--- src/rtl/cdb_arbiter_pkg.sv ---
// Shared widths, the reserved "no label" tag and producer indices for the CDB arbiter.
package cdb_arbiter_pkg;

    localparam int unsigned CDB_N_SRC      = 3;
    localparam int unsigned CDB_ID_WIDTH   = 4;
    localparam int unsigned CDB_VAL_WIDTH  = 32;
    localparam int unsigned CDB_FIFO_DEPTH = 2;

    localparam logic [CDB_ID_WIDTH-1:0] TAG_NONE = '0;

    localparam int unsigned SRC_ALU = 0;
    localparam int unsigned SRC_LSB = 1;
    localparam int unsigned SRC_BR  = 2;

endpackage

--- src/rtl/cdb_src_fifo.sv ---
// Per-producer result FIFO; ready and nonempty come from the registered count only.
module cdb_src_fifo #(
    parameter int unsigned ID_WIDTH  = 4,
    parameter int unsigned VAL_WIDTH = 32,
    parameter int unsigned DEPTH     = 2
) (
    input  logic                 clk,
    input  logic                 rst,
    input  logic                 en,
    input  logic                 clear,
    input  logic                 push,
    input  logic                 pop,
    input  logic [ID_WIDTH-1:0]  push_tag,
    input  logic [VAL_WIDTH-1:0] push_val,
    output logic                 ready,
    output logic                 nonempty,
    output logic [ID_WIDTH-1:0]  head_tag,
    output logic [VAL_WIDTH-1:0] head_val
);

    localparam int unsigned PTR_W = $clog2(DEPTH);
    localparam int unsigned CNT_W = $clog2(DEPTH + 1);
    localparam logic [CNT_W-1:0] COUNT_FULL = CNT_W'(DEPTH);

    logic [ID_WIDTH-1:0]  tag_mem [DEPTH];
    logic [VAL_WIDTH-1:0] val_mem [DEPTH];
    logic [PTR_W-1:0]     wr_ptr_q, rd_ptr_q;
    logic [CNT_W-1:0]     count_q;
    logic                 do_push, do_pop;

    assign ready    = (count_q != COUNT_FULL);
    assign nonempty = (count_q != '0);
    assign head_tag = tag_mem[rd_ptr_q];
    assign head_val = val_mem[rd_ptr_q];

    // A same-cycle pop never frees a slot for the push: ready is pre-edge state.
    assign do_push = en & ~clear & push & ready;
    assign do_pop  = en & ~clear & pop & nonempty;

    always_ff @(posedge clk) begin
        if (rst) begin
            wr_ptr_q <= '0;
            rd_ptr_q <= '0;
            count_q  <= '0;
        end else if (en) begin
            if (clear) begin
                wr_ptr_q <= '0;
                rd_ptr_q <= '0;
                count_q  <= '0;
            end else begin
                if (do_push) wr_ptr_q <= wr_ptr_q + 1'b1;
                if (do_pop)  rd_ptr_q <= rd_ptr_q + 1'b1;
                case ({do_push, do_pop})
                    2'b10:   count_q <= count_q + 1'b1;
                    2'b01:   count_q <= count_q - 1'b1;
                    default: ;
                endcase
            end
        end
    end

    always_ff @(posedge clk) begin
        if (do_push) begin
            tag_mem[wr_ptr_q] <= push_tag;
            val_mem[wr_ptr_q] <= push_val;
        end
    end

endmodule

--- src/rtl/cdb_arbiter.sv ---
// Round-robin common-data-bus scheduler: one buffered result per cycle onto a registered
// broadcast.
module cdb_arbiter
    import cdb_arbiter_pkg::*;
#(
    parameter int unsigned N_SRC      = CDB_N_SRC,
    parameter int unsigned ID_WIDTH   = CDB_ID_WIDTH,
    parameter int unsigned VAL_WIDTH  = CDB_VAL_WIDTH,
    parameter int unsigned FIFO_DEPTH = CDB_FIFO_DEPTH
) (
    input  logic                       clk,
    input  logic                       rst_in,
    input  logic                       rdy_in,
    input  logic                       flush,
    input  logic [N_SRC-1:0]           src_valid,
    input  logic [N_SRC*ID_WIDTH-1:0]  src_tag,
    input  logic [N_SRC*VAL_WIDTH-1:0] src_val,
    output logic [N_SRC-1:0]           src_ready,
    output logic                       cdb_valid,
    output logic [ID_WIDTH-1:0]        cdb_tag,
    output logic [VAL_WIDTH-1:0]       cdb_val,
    output logic [$clog2(N_SRC)-1:0]   cdb_src
);

    localparam int unsigned SRC_W = $clog2(N_SRC);

    logic [N_SRC-1:0]     nonempty, pop, push;
    logic [ID_WIDTH-1:0]  head_tag [N_SRC];
    logic [VAL_WIDTH-1:0] head_val [N_SRC];
    logic [SRC_W-1:0]     rr_ptr_q, rr_ptr_d, winner;
    logic                 found;
    int                   idx;

    for (genvar i = 0; i < N_SRC; i++) begin : g_src
        // Tag 0 means "no label"; such pushes are dropped here.
        assign push[i] = src_valid[i] &&
                         (src_tag[i*ID_WIDTH +: ID_WIDTH] != ID_WIDTH'(TAG_NONE));
        assign pop[i]  = found && (winner == SRC_W'(i));

        cdb_src_fifo #(
            .ID_WIDTH  (ID_WIDTH),
            .VAL_WIDTH (VAL_WIDTH),
            .DEPTH     (FIFO_DEPTH)
        ) u_fifo (
            .clk      (clk),
            .rst      (rst_in),
            .en       (rdy_in),
            .clear    (flush),
            .push     (push[i]),
            .pop      (pop[i]),
            .push_tag (src_tag[i*ID_WIDTH +: ID_WIDTH]),
            .push_val (src_val[i*VAL_WIDTH +: VAL_WIDTH]),
            .ready    (src_ready[i]),
            .nonempty (nonempty[i]),
            .head_tag (head_tag[i]),
            .head_val (head_val[i])
        );
    end

    // First nonempty source at or after rr_ptr, wrapping at N_SRC.
    always_comb begin
        found  = 1'b0;
        winner = '0;
        idx    = 0;
        for (int k = 0; k < int'(N_SRC); k++) begin
            idx = int'(rr_ptr_q) + k;
            if (idx >= int'(N_SRC)) idx = idx - int'(N_SRC);
            if (!found && nonempty[idx]) begin
                found  = 1'b1;
                winner = SRC_W'(idx);
            end
        end
        rr_ptr_d = (winner == SRC_W'(N_SRC - 1)) ? '0 : winner + 1'b1;
    end

    always_ff @(posedge clk) begin
        if (rst_in) begin
            rr_ptr_q  <= '0;
            cdb_valid <= 1'b0;
            cdb_tag   <= '0;
            cdb_val   <= '0;
            cdb_src   <= '0;
        end else if (rdy_in) begin
            if (flush) begin
                rr_ptr_q  <= '0;
                cdb_valid <= 1'b0;
            end else if (found) begin
                rr_ptr_q  <= rr_ptr_d;
                cdb_valid <= 1'b1;
                cdb_tag   <= head_tag[winner];
                cdb_val   <= head_val[winner];
                cdb_src   <= winner;
            end else begin
                cdb_valid <= 1'b0;
            end
        end
    end

endmodule
--- config.mk ---
export PLATFORM = sky130hd
export DESIGN_NAME = cdb_arbiter
export DESIGN_NICKNAME = d
export VERILOG_FILES = /design/src/rtl/cdb_arbiter_pkg.sv /design/src/rtl/cdb_src_fifo.sv /design/src/rtl/cdb_arbiter.sv
export SDC_FILE = /design/constraint.sdc
export NUM_CORES = 1
export LEC_CHECK = 0
export ABC_CLOCK_PERIOD_IN_PS = 3700
export CORE_UTILIZATION = 40
export DETAILED_ROUTE_END_ITERATION = 8
export PLACE_DENSITY = 0.73
export SYNTH_ARGS = -nofsm -noshare
export SYNTH_HDL_FRONTEND = slang
export SYNTH_SLANG_ARGS = --single-unit
--- constraint.sdc ---
create_clock -name clk -period 3.7 [get_ports clk]
set_input_delay 0.74 -clock clk [delete_from_list [all_inputs] [get_ports clk]]
set_output_delay 0.74 -clock clk [all_outputs]
set_load 0.01 [all_outputs]
Word level (Yosys, flattened, before mapping)

Memories as Yosys holds them, arrays and structs flattened. A register that Yosys moved wholly into a read port is not among the register bits.
Index checks and enable logic that the tools add are counted.

Flip-flop bits (word level): 53
Memory bits (writable): 216
Output and inout port bits: 42
Word-level logic and storage cells: 174
Memories kept: 6

Memory list:

| memory                  | depth | bits a word | rd ports | clocked after Yosys merged registers in | write ports | RTL line           | source |
|---|---|---|---|---|---|---|---|
| g_src[0].u_fifo.val_mem | 2     | 32          | 1        | 1                                       | 1           | cdb_src_fifo.sv:26 | `logic [VAL_WIDTH-1:0] val_mem [DEPTH];` |
| g_src[1].u_fifo.val_mem | 2     | 32          | 1        | 1                                       | 1           | cdb_src_fifo.sv:26 |  |
| g_src[2].u_fifo.val_mem | 2     | 32          | 1        | 1                                       | 1           | cdb_src_fifo.sv:26 |  |
| g_src[0].u_fifo.tag_mem | 2     | 4           | 1        | 1                                       | 1           | cdb_src_fifo.sv:25 | `logic [ID_WIDTH-1:0] tag_mem [DEPTH];` |
| g_src[1].u_fifo.tag_mem | 2     | 4           | 1        | 1                                       | 1           | cdb_src_fifo.sv:25 |  |
| g_src[2].u_fifo.tag_mem | 2     | 4           | 1        | 1                                       | 1           | cdb_src_fifo.sv:25 |  |

$add $sub $neg: 18
Magnitude comparators: 7
Eq/ne operators: 11
Muxes and demuxes: 65
Bitwise operators: 15
Reduce and logical (&&, ||, !) cells: 38

Operators by type and width:

| operator            | count |
|---|---|
| $mux 32             | 5 |
| $lt 32x4->1 const B | 3 |
| $bmux 32 s2         | 1 |
| $mux 1              | 41 |
| $reduce_and 2->1    | 10 |
| $reduce_bool 2->1   | 10 |
| $mux 2              | 9 |
| $and 1x1->1         | 13 |
| $pmux 2 s2          | 3 |
| $reduce_bool 4->1   | 3 |
| $reduce_bool 3->1   | 3 |
| $add 2x1->2 const B | 4 |
| $bmux 4 s2          | 1 |
| $eq 2x1->1 const B  | 4 |
| $eq 2x2->1 const B  | 4 |
| $logic_and 1x1->1   | 8 |
| $mux 4              | 2 |
| $sub 3x2->4 const B | 2 |
| $add 1x1->1 const B | 6 |
| $bmux 1 s2          | 3 |
| $ge 3x2->1 const B  | 2 |
| $ne 2x2->1 const B  | 3 |
| $sub 2x1->2 const B | 3 |
| $add 2x1->3 const B | 1 |
| other kinds (9)     | 10 |

Longest topological paths before layout

Gate-level depths: netlist (run 1).

Word-level depth: 20
Depth in mapped cells: 11
Depth with buffers taken out: 8

By module

Synthesis (run 1) repeated with hierarchy kept, for this count alone.

Cells, all modules: 728
Area, all modules: 11314.6 um2

Modules (own cells, without submodules):

| module       | instances | cells an instance | area an instance (um2) |
|---|---|---|---|
| cdb_src_fifo | 3         | 151               | 2901.5 |
| cdb_arbiter  | 1         | 275               | 2610.0 |

Least setup slack after synthesis (run 1)

OpenSTA, ideal clock, no wires.

Kind: input port to flip-flop
Start point: input rdy_in
End point: memory g_src[1].u_fifo.tag_mem[0][0], enable pin
Data arrival time: 3.278 ns
Path slack: -0.012 ns
Stages on the path: 5
Path buffers: 1
Path through: clkbuf_1 nor2b_1 and3_1 and2_1 nor2b_1

Word-level cells in the longest chain between the ends: 5

RTL lines:

| item                         | RTL line           | source |
|---|---|---|
| start, declared              | cdb_arbiter.sv:13  | `input logic rdy_in,` |
| $and 1x1->1 (3 in a row)     | cdb_src_fifo.sv:37 | `assign do_push = en & ~clear & push & ready;` |
| $mux 1                       | cdb_src_fifo.sv:63 | `if (do_push) begin` |
| $mux 1 (implied by the code) | cdb_src_fifo.sv:64 | `tag_mem[wr_ptr_q] <= push_tag;` |
| end, declared                | cdb_src_fifo.sv:25 |  |

No other way between the ends.

Worst setup path in the final report (run 1)

Start point: register rr_ptr_q[0]
End point: register cdb_val[21]

Word-level cells in the longest chain between the ends: 16
Elaborated cells between the ends (all ways): 35
Those cells by class: add/sub (5); order compare (3); mux (21); bitwise (1); reduce/logical (5)

RTL lines:

| item                                                 | RTL line          | source |
|---|---|---|
| start, declared                                      | cdb_arbiter.sv:30 | `logic [SRC_W-1:0] rr_ptr_q, rr_ptr_d, winner;` |
| start signal, assigned                               | cdb_arbiter.sv:88 | `rr_ptr_q <= rr_ptr_d;` |
| branches (longest 16 deep; another with $sub 3x2->4) | --                |  |
| end signal, assigned                                 | cdb_arbiter.sv:91 | `cdb_val <= head_val[winner];` |
| end, declared                                        | cdb_arbiter.sv:21 | `output logic [VAL_WIDTH-1:0] cdb_val,` |

Parallel ways; which one is timed is not known. The select of a mux whose other input is x is not followed.
A chain may end at the register's enable or synchronous reset.

==> results of run 1 <==
[per-stage QoR]
step	cells	utilization
final	1279	0.515
after global routing	1279	0.515
after detailed placement	1226	0.482
after floorplan	765	-
after global placement	1226	0.482
after CTS	1279	0.515
[per-layer routing]
metal  vias to the layer above  global-route usage  share of wire
met4                         0              0.0447          0.021
met2                       275               0.329           0.48
li1                       3315                   -              -
met3                        43              0.0303          0.068
met5                         -                   0              0
met1                      3590               0.268           0.43
[worst register-to-register path, delay by kind of cell, from the launching register on]
kind / cells / cell delay, ns
adders and majority gates: 1 / 0.44
and+or+nand+nor: 2 / 0.68
buffers and inverters: 2 / 0.47
AOI/OAI and AO/OA: 4 / 1.11
DFF: 1 / 0.35
[cell usage in the layout (no fill, tap or decap), types with 4 or more instances in the layout]
cell             netlist  layout
edfxtp_1             216     216
clkdlybuf4s50_1        0     156
nor2b_1               75      74
dfxtp_1               56      53
nand2_1               41      41
mux2i_1               38      38
a2111oi_0             37      37
o21ai_1               36      36
a221oi_1              36      36
a32o_1                36      36
clkbuf_16              0      29
buf_4                  4      24
nor2_1                25      22
o21ai_0               13      13
clkbuf_1              34      11
a21oi_1               11      10
inv_1                  8       7
nor3_1                 6       6
clkinv_1               0       6
nor2_4                 1       5
nand2b_1               4       4
[flip-flops by register name, summed over array words and instances (netlist names), named ones only]
| signal | cells |
|---|---|
| g_src.u_fifo.rd_ptr_q | 3 |
| cdb_valid | 1 |
| g_src.u_fifo.wr_ptr_q | 3 |
| g_src.u_fifo.val_mem | 192 |
| rr_ptr_q | 2 |
| g_src.u_fifo.count_q | 6 |
| cdb_tag | 4 |
| cdb_val | 32 |
| cdb_src | 2 |
| g_src.u_fifo.tag_mem | 24 |
[kinds of logic (layout without fill, tap and decap cells)]
family / count (synthesis) / count (layout) / synth area share
muxes: 38 / 38 / 0.0348
DFF: 272 / 272 / 0.696
adders and majority gates: 4 / 4 / 0.00446
xor gates and xnor gates: 5 / 5 / 0.00401
AOI/OAI and AO/OA: 192 / 192 / 0.139
buffers and inverters: 70 / 243 / 0.0280
and+or+nand+nor: 184 / 184 / 0.0941
[path summary, 6_finish.rpt]
kind,startpoint,end,slack [ns],cells past startpoint
setup / recovery,rr_ptr_q[0],cdb_val[21],0.53,9
hold / removal,g_src[2].u_fifo.wr_ptr_q,g_src[2].u_fifo.wr_ptr_q,0.47,2
setup reg to reg,rr_ptr_q[0],cdb_val[21],0.53,9
hold reg to reg,g_src[2].u_fifo.wr_ptr_q,g_src[2].u_fifo.wr_ptr_q,0.47,2
[power groups by stage]
stage / Clock (W) / Combinational (W) / Sequential (W)
floorplan: 0 / 0.000177 / 0.00345
global placement: 0 / 0.000428 / 0.00345
detailed placement: 0 / 0.000436 / 0.00345
CTS: 0.00273 / 0.000439 / 0.00339
global route: 0.00283 / 0.000470 / 0.00339
finish: 0.00268 / 0.000436 / 0.00339
[final cells by class]
cell class | instances | area share
Timing Repair Buffer | 182 | 0.129
Tap cell | 341 | 0.0309
Sequential cell | 272 | 0.550
Multi-Input combinational cell | 423 | 0.224
Clock inverter | 10 | 0.00543
Clock buffer | 43 | 0.0585
Inverter | 8 | 0.00217
==> impl_metrics.py, run 1 <==
metrics = {
    "logic_synthesis": {
        "synthArstFlopShare": 0,
        "synth_warnings": 0,
        "syn_area_um2": 10900,
        "syn_nets": 883,
        "ys_ff_latch": 272,
        "synthFlopType": "edfxtp_1",
        "synth-edff-count": 216,
        "synth.distinct_cells": 61,
        "synth.most_common_cell": "edfxtp_1",
        "synth_commonest_cells": "edfxtp_1 (216), nor2b_1 (75), dfxtp_1 (56), nand2_1 (41), mux2i_1 (38)",
        "netlist_instances": 765,
        "synth_area_leader_cell": "edfxtp_1",
        "avgSynthCellArea_um2": 14.3,
        "synth_area_leaders": "edfxtp_1 (59%), dfxtp_1 (10%), nor2b_1 (4.3%)",
        "ys_seq_area_frac": 0.696,
        "netlist.area_leader.share": 0.593,
    },
    "floorplanning": {
        "die_area_um2": 28000,
        "dieWidth_um": 167,
        "fp-row-count": 60,
        "die_h_um": 167,
        "start_util": 0.407,
        "io_pins": 157,
        "coreArea_um2": 26900,
    },
    "global_route": {
        "track_usage": 0.196,
        "antenna_found_initial": 0,
        "grt_pass1_wl_um": 42200,
        "grt_pass1_vias": 7181,
        "overflow": 0,
        "grt_max_degree": 48,
    },
    "place": {
        "placed_area_um2": 12900,
        "dp_slack_ns": 0.504,
        "dp_hpwl_um": 18300,
        "port_buffers": 156,
        "gp_congestion": 0.930,
    },
    "timing": {
        "setup_violations": 0,
        "rsz0062_at_grt": "no",
        "fin_crit_sh": 0.856,
        "layout_setup_ws_ns": 0.531,
        "max_freq_mhz": 316,
        "slew_viol_final": 0,
        "worst_pin_slew_ns": 0.925,
        "tns_ns": 0,
        "finalClockSkew_ns": 0.0107,
        "timing.final.crit_period_ns": 3.17,
        "maxSlewHeadroom": 0.384,
        "timing.hold.ws_ns": 0.472,
        "final-hold-violation-count": 0,
    },
    "pwr": {
        "peakVddDrop_v": 0.000338,
        "clkPwrFrac": 0.412,
        "p_seq_frac": 0.521,
        "p_per_area_nw_per_um2": 470,
        "netSwitchingPower_w": 0.00136,
        "p_total_w": 0.00650,
        "p_leak_nw": 4.40,
        "power_frac_comb": 0.067,
        "p_int_w": 0.00515,
        "switching_share": 0.209,
    },
    "setup_path": {
        "slowest_stage": "nor3_2",
        "max_stage_delay_ns": 0.52,
        "cp-end-kind": "flip-flop",
        "crit_path_start_kind": "flip-flop",
        "cp_cell_sequence": "inv_1 > ha_1 > o21ai_1 > a21oi_2 > nor3_2 > a21o_2 > buf_4 > nand2_1 > a32o_1",
        "crit_required_ns": 4.13,
        "cp_max_fo": 21,
        "arrival_ns": 3.60,
        "cp_top_family": "compound AO/OA/AOI/OAI gates",
        "crit_type": "reg -> reg",
        "critPathBufInv": 2,
    },
    "route": {
        "wl_um": 27400,
        "drc_errors": 0,
        "drtIter0Drc": 684,
        "vias": 7223,
        "wire_per_inst_um": 21.5,
        "drtPass1Iterations": 5,
        "viasPerCell": 5.65,
        "final_antenna_net_count": 0,
    },
    "clock_network": {
        "clock_path_buffers": 3,
        "ctsResizeCount": 0,
        "clk_latency_ns": 0.54,
        "clk_pin_slew_ns": 0.06,
        "clkSinkCount": 272,
        "htree_levels": 1,
        "cts_tree": "yes",
        "cts_hold_buffers": 0,
        "clockRootBuffer": "clkbuf_16",
        "cts_made_buffers": 29,
        "cts_setup_buffers": 0,
    },
    "flow_run": {
        "cap_violations": 0,
    },
    "hold_path": {
        "hp-class": "reg -> reg",
    },
    "cells_and_area": {
        "final_area_um2": 13800,
        "diodes": 0,
        "multiInputGateArea_um2": 3100,
        "fillers": 2304,
        "drive_gt1_frac": 0.0959,
        "area.sequential_um2": 7610,
        "fin_nets": 1034,
        "areaGrowthSynthToFinish_pct": 26.5,
    },
    "status": {
        "status": "complete, no violations",
    },
}
No activity file was read; power rests on OpenSTA's default activity.
==> run 2, diff against run 1 <==
CTS_CLUSTER_DIAMETER = 50   (was default)
==> run 2 against run 1 <==
  * Global-route usage hardly changed
  * Wire length is 0.47% higher
  * Sequential power hardly changed
==> impl_metrics.py, run 2 (same netlist as run 1, synthesis figures left out) <==
metrics = {
    "flow_run": {
        "cap_violations": 0,
    },
    "clock_network": {
        "cts_hold_buffers": 0,
        "ctsResizeCount": 0,
        "clk_latency_ns": 0.54,
        "cts_made_buffers": 30,
        "clk_pin_slew_ns": 0.06,
        "clkSinkCount": 272,
        "cts_tree": "yes",
        "htree_levels": 1,
        "clockRootBuffer": "clkbuf_16",
        "cts_setup_buffers": 0,
        "clock_path_buffers": 3,
    },
    "timing": {
        "max_freq_mhz": 312,
        "final-hold-violation-count": 0,
        "worst_pin_slew_ns": 0.923,
        "rsz0062_at_grt": "no",
        "slew_viol_final": 0,
        "fin_crit_sh": 0.866,
        "maxSlewHeadroom": 0.385,
        "setup_violations": 0,
        "finalClockSkew_ns": 0.00938,
        "timing.final.crit_period_ns": 3.20,
        "tns_ns": 0,
    },
    "setup_path": {
        "r2r-start": "rr_ptr_q[0]",
        "arrival_ns": 3.64,
        "ff2ff_path_depth": 9,
        "r2r_slack_ns": 0.50,
        "cp_max_fo": 21,
        "crit_path_start_kind": "flip-flop",
        "crit_type": "reg -> reg",
        "crit_required_ns": 4.13,
        "cp-end-kind": "flip-flop",
        "timing.rr.end": "cdb_val[21]",
    },
    "place": {
        "dp_cells": 1226,
        "gp_congestion": 0.930,
        "dp_hpwl_um": 18300,
        "port_buffers": 156,
    },
    "cells_and_area": {
        "drive_gt1_frac": 0.0978,
        "mostFrequentLayoutCell": "edfxtp_1",
        "regMostFlops": "g_src.u_fifo.val_mem",
        "areaGrowthSynthToFinish_pct": 27.1,
        "diodes": 0,
        "fin_cells": 1282,
        "reg_top3": "g_src.u_fifo.val_mem (192), cdb_val (32), g_src.u_fifo.tag_mem (24)",
        "mostFrequentLayoutCells": "edfxtp_1 (216), clkdlybuf4s50_1 (156), nor2b_1 (74)",
        "largest_reg_flops": 192,
        "fin_nets": 1035,
    },
    "floorplanning": {
        "die_h_um": 167,
        "coreArea_um2": 26900,
        "io_pins": 157,
        "dieWidth_um": 167,
        "fp-row-count": 60,
        "die_area_um2": 28000,
        "start_util": 0.407,
    },
    "route": {
        "final_antenna_net_count": 0,
        "drtIter0Drc": 700,
        "wire_per_inst_um": 21.5,
        "drc_errors": 0,
        "drtPass1Iterations": 5,
        "wl_um": 27600,
        "vias": 7173,
        "viasPerCell": 5.60,
    },
    "hold_path": {
        "hp-class": "reg -> reg",
        "whs_path_depth": 2,
        "hold_path_end": "g_src[2].u_fifo.wr_ptr_q",
        "hp-start": "g_src[2].u_fifo.wr_ptr_q",
    },
    "pwr": {
        "p_int_w": 0.00529,
        "p_seq_frac": 0.508,
        "p_per_area_nw_per_um2": 480,
        "netSwitchingPower_w": 0.00138,
        "peakVddDrop_v": 0.000349,
        "p_total_w": 0.00667,
        "p_leak_nw": 4.43,
        "power_frac_comb": 0.066,
        "switching_share": 0.207,
        "clkPwrFrac": 0.426,
    },
    "global_route": {
        "grt_max_degree": 48,
        "antenna_found_initial": 1,
        "grt_pass1_vias": 7165,
        "grt_pass1_wl_um": 42100,
        "overflow": 0,
        "track_usage": 0.196,
    },
    "status": {
        "status": "complete, no violations",
    },
}
## run 2: cell count changes in the layout (fill, tap and decap cells not counted)
cell	change
clkbuf_16	+2
bufinv_16	+1
clkbuf_1	+1
clkbuf_8	-1
## run 2: worst max path at each step
stage                                     to         from  slack (ns)  cells after the start
3_3_place_gp                     cdb_val[21]  rr_ptr_q[0]        0.54                      9
2_1_floorplan  g_src[2].u_fifo.tag_mem[1][0]       rdy_in        0.22                      4
5_1_grt                          cdb_val[21]  rr_ptr_q[0]        0.32                      9
4_1_cts                          cdb_val[21]  rr_ptr_q[0]        0.51                      9
3_5_place_dp                     cdb_val[21]  rr_ptr_q[0]        0.50                      9
6_report                         cdb_val[21]  rr_ptr_q[0]        0.50                      9
## run 2: final cells by class
type                    instances  area, um2
fillers                      2288      13000
clock buffers                  45        848
multi-input cells             423       3100
repair buffers                182       1780
well taps                     341        427
inverters                       8       30.0
flip-flops and latches        272       7610
clock inverters                11        105
## run 2: per-stage QoR
| stage | hold slack (ns) | util | cell area [um2] | setup slack [ns] |
|---|---|---|---|---|
| after CTS | 0.474 | 0.517 | 13900 | 0.510 |
| after global placement | 0.451 | 0.482 | 12900 | 0.541 |
| after global routing | 0.487 | 0.517 | 13900 | 0.319 |
| final | 0.474 | 0.517 | 13900 | 0.496 |
| after detailed placement | 0.456 | 0.482 | 12900 | 0.504 |
| after floorplan | 0.441 | - | 10900 | 0.224 |
## run 2: worst max-delay path, stage by stage (launching register included)
cell and delay (ns):
dfxtp_1 0.35, inv_1 0.07, ha_1 0.44, o21ai_1 0.19, a21oi_2 0.13, nor3_2 0.55, a21o_2 0.51, buf_4 0.39
nand2_1 0.15, a32o_1 0.28
## run 2: power groups by stage
stage	Sequential [W]	Clock, W	Combinational (W)
finish	0.00339	0.00284	0.000438
global route	0.00339	0.00300	0.000471
CTS	0.00339	0.00289	0.000439
detailed placement	0.00345	0	0.000436
global placement	0.00345	0	0.000428
floorplan	0.00345	0	0.000177
## run 2: per-layer routing
metal | vias to the layer above | wire (um) | share of wire | global-route usage
li1 | 3319 | - | - | -
met1 | 3575 | 12100 | 0.44 | 0.265
met2 | 235 | 13400 | 0.48 | 0.329
met3 | 42 | 1620 | 0.059 | 0.0378
met4 | 2 | 479 | 0.017 | 0.0403
met5 | - | 13 | 0.00047 | 0
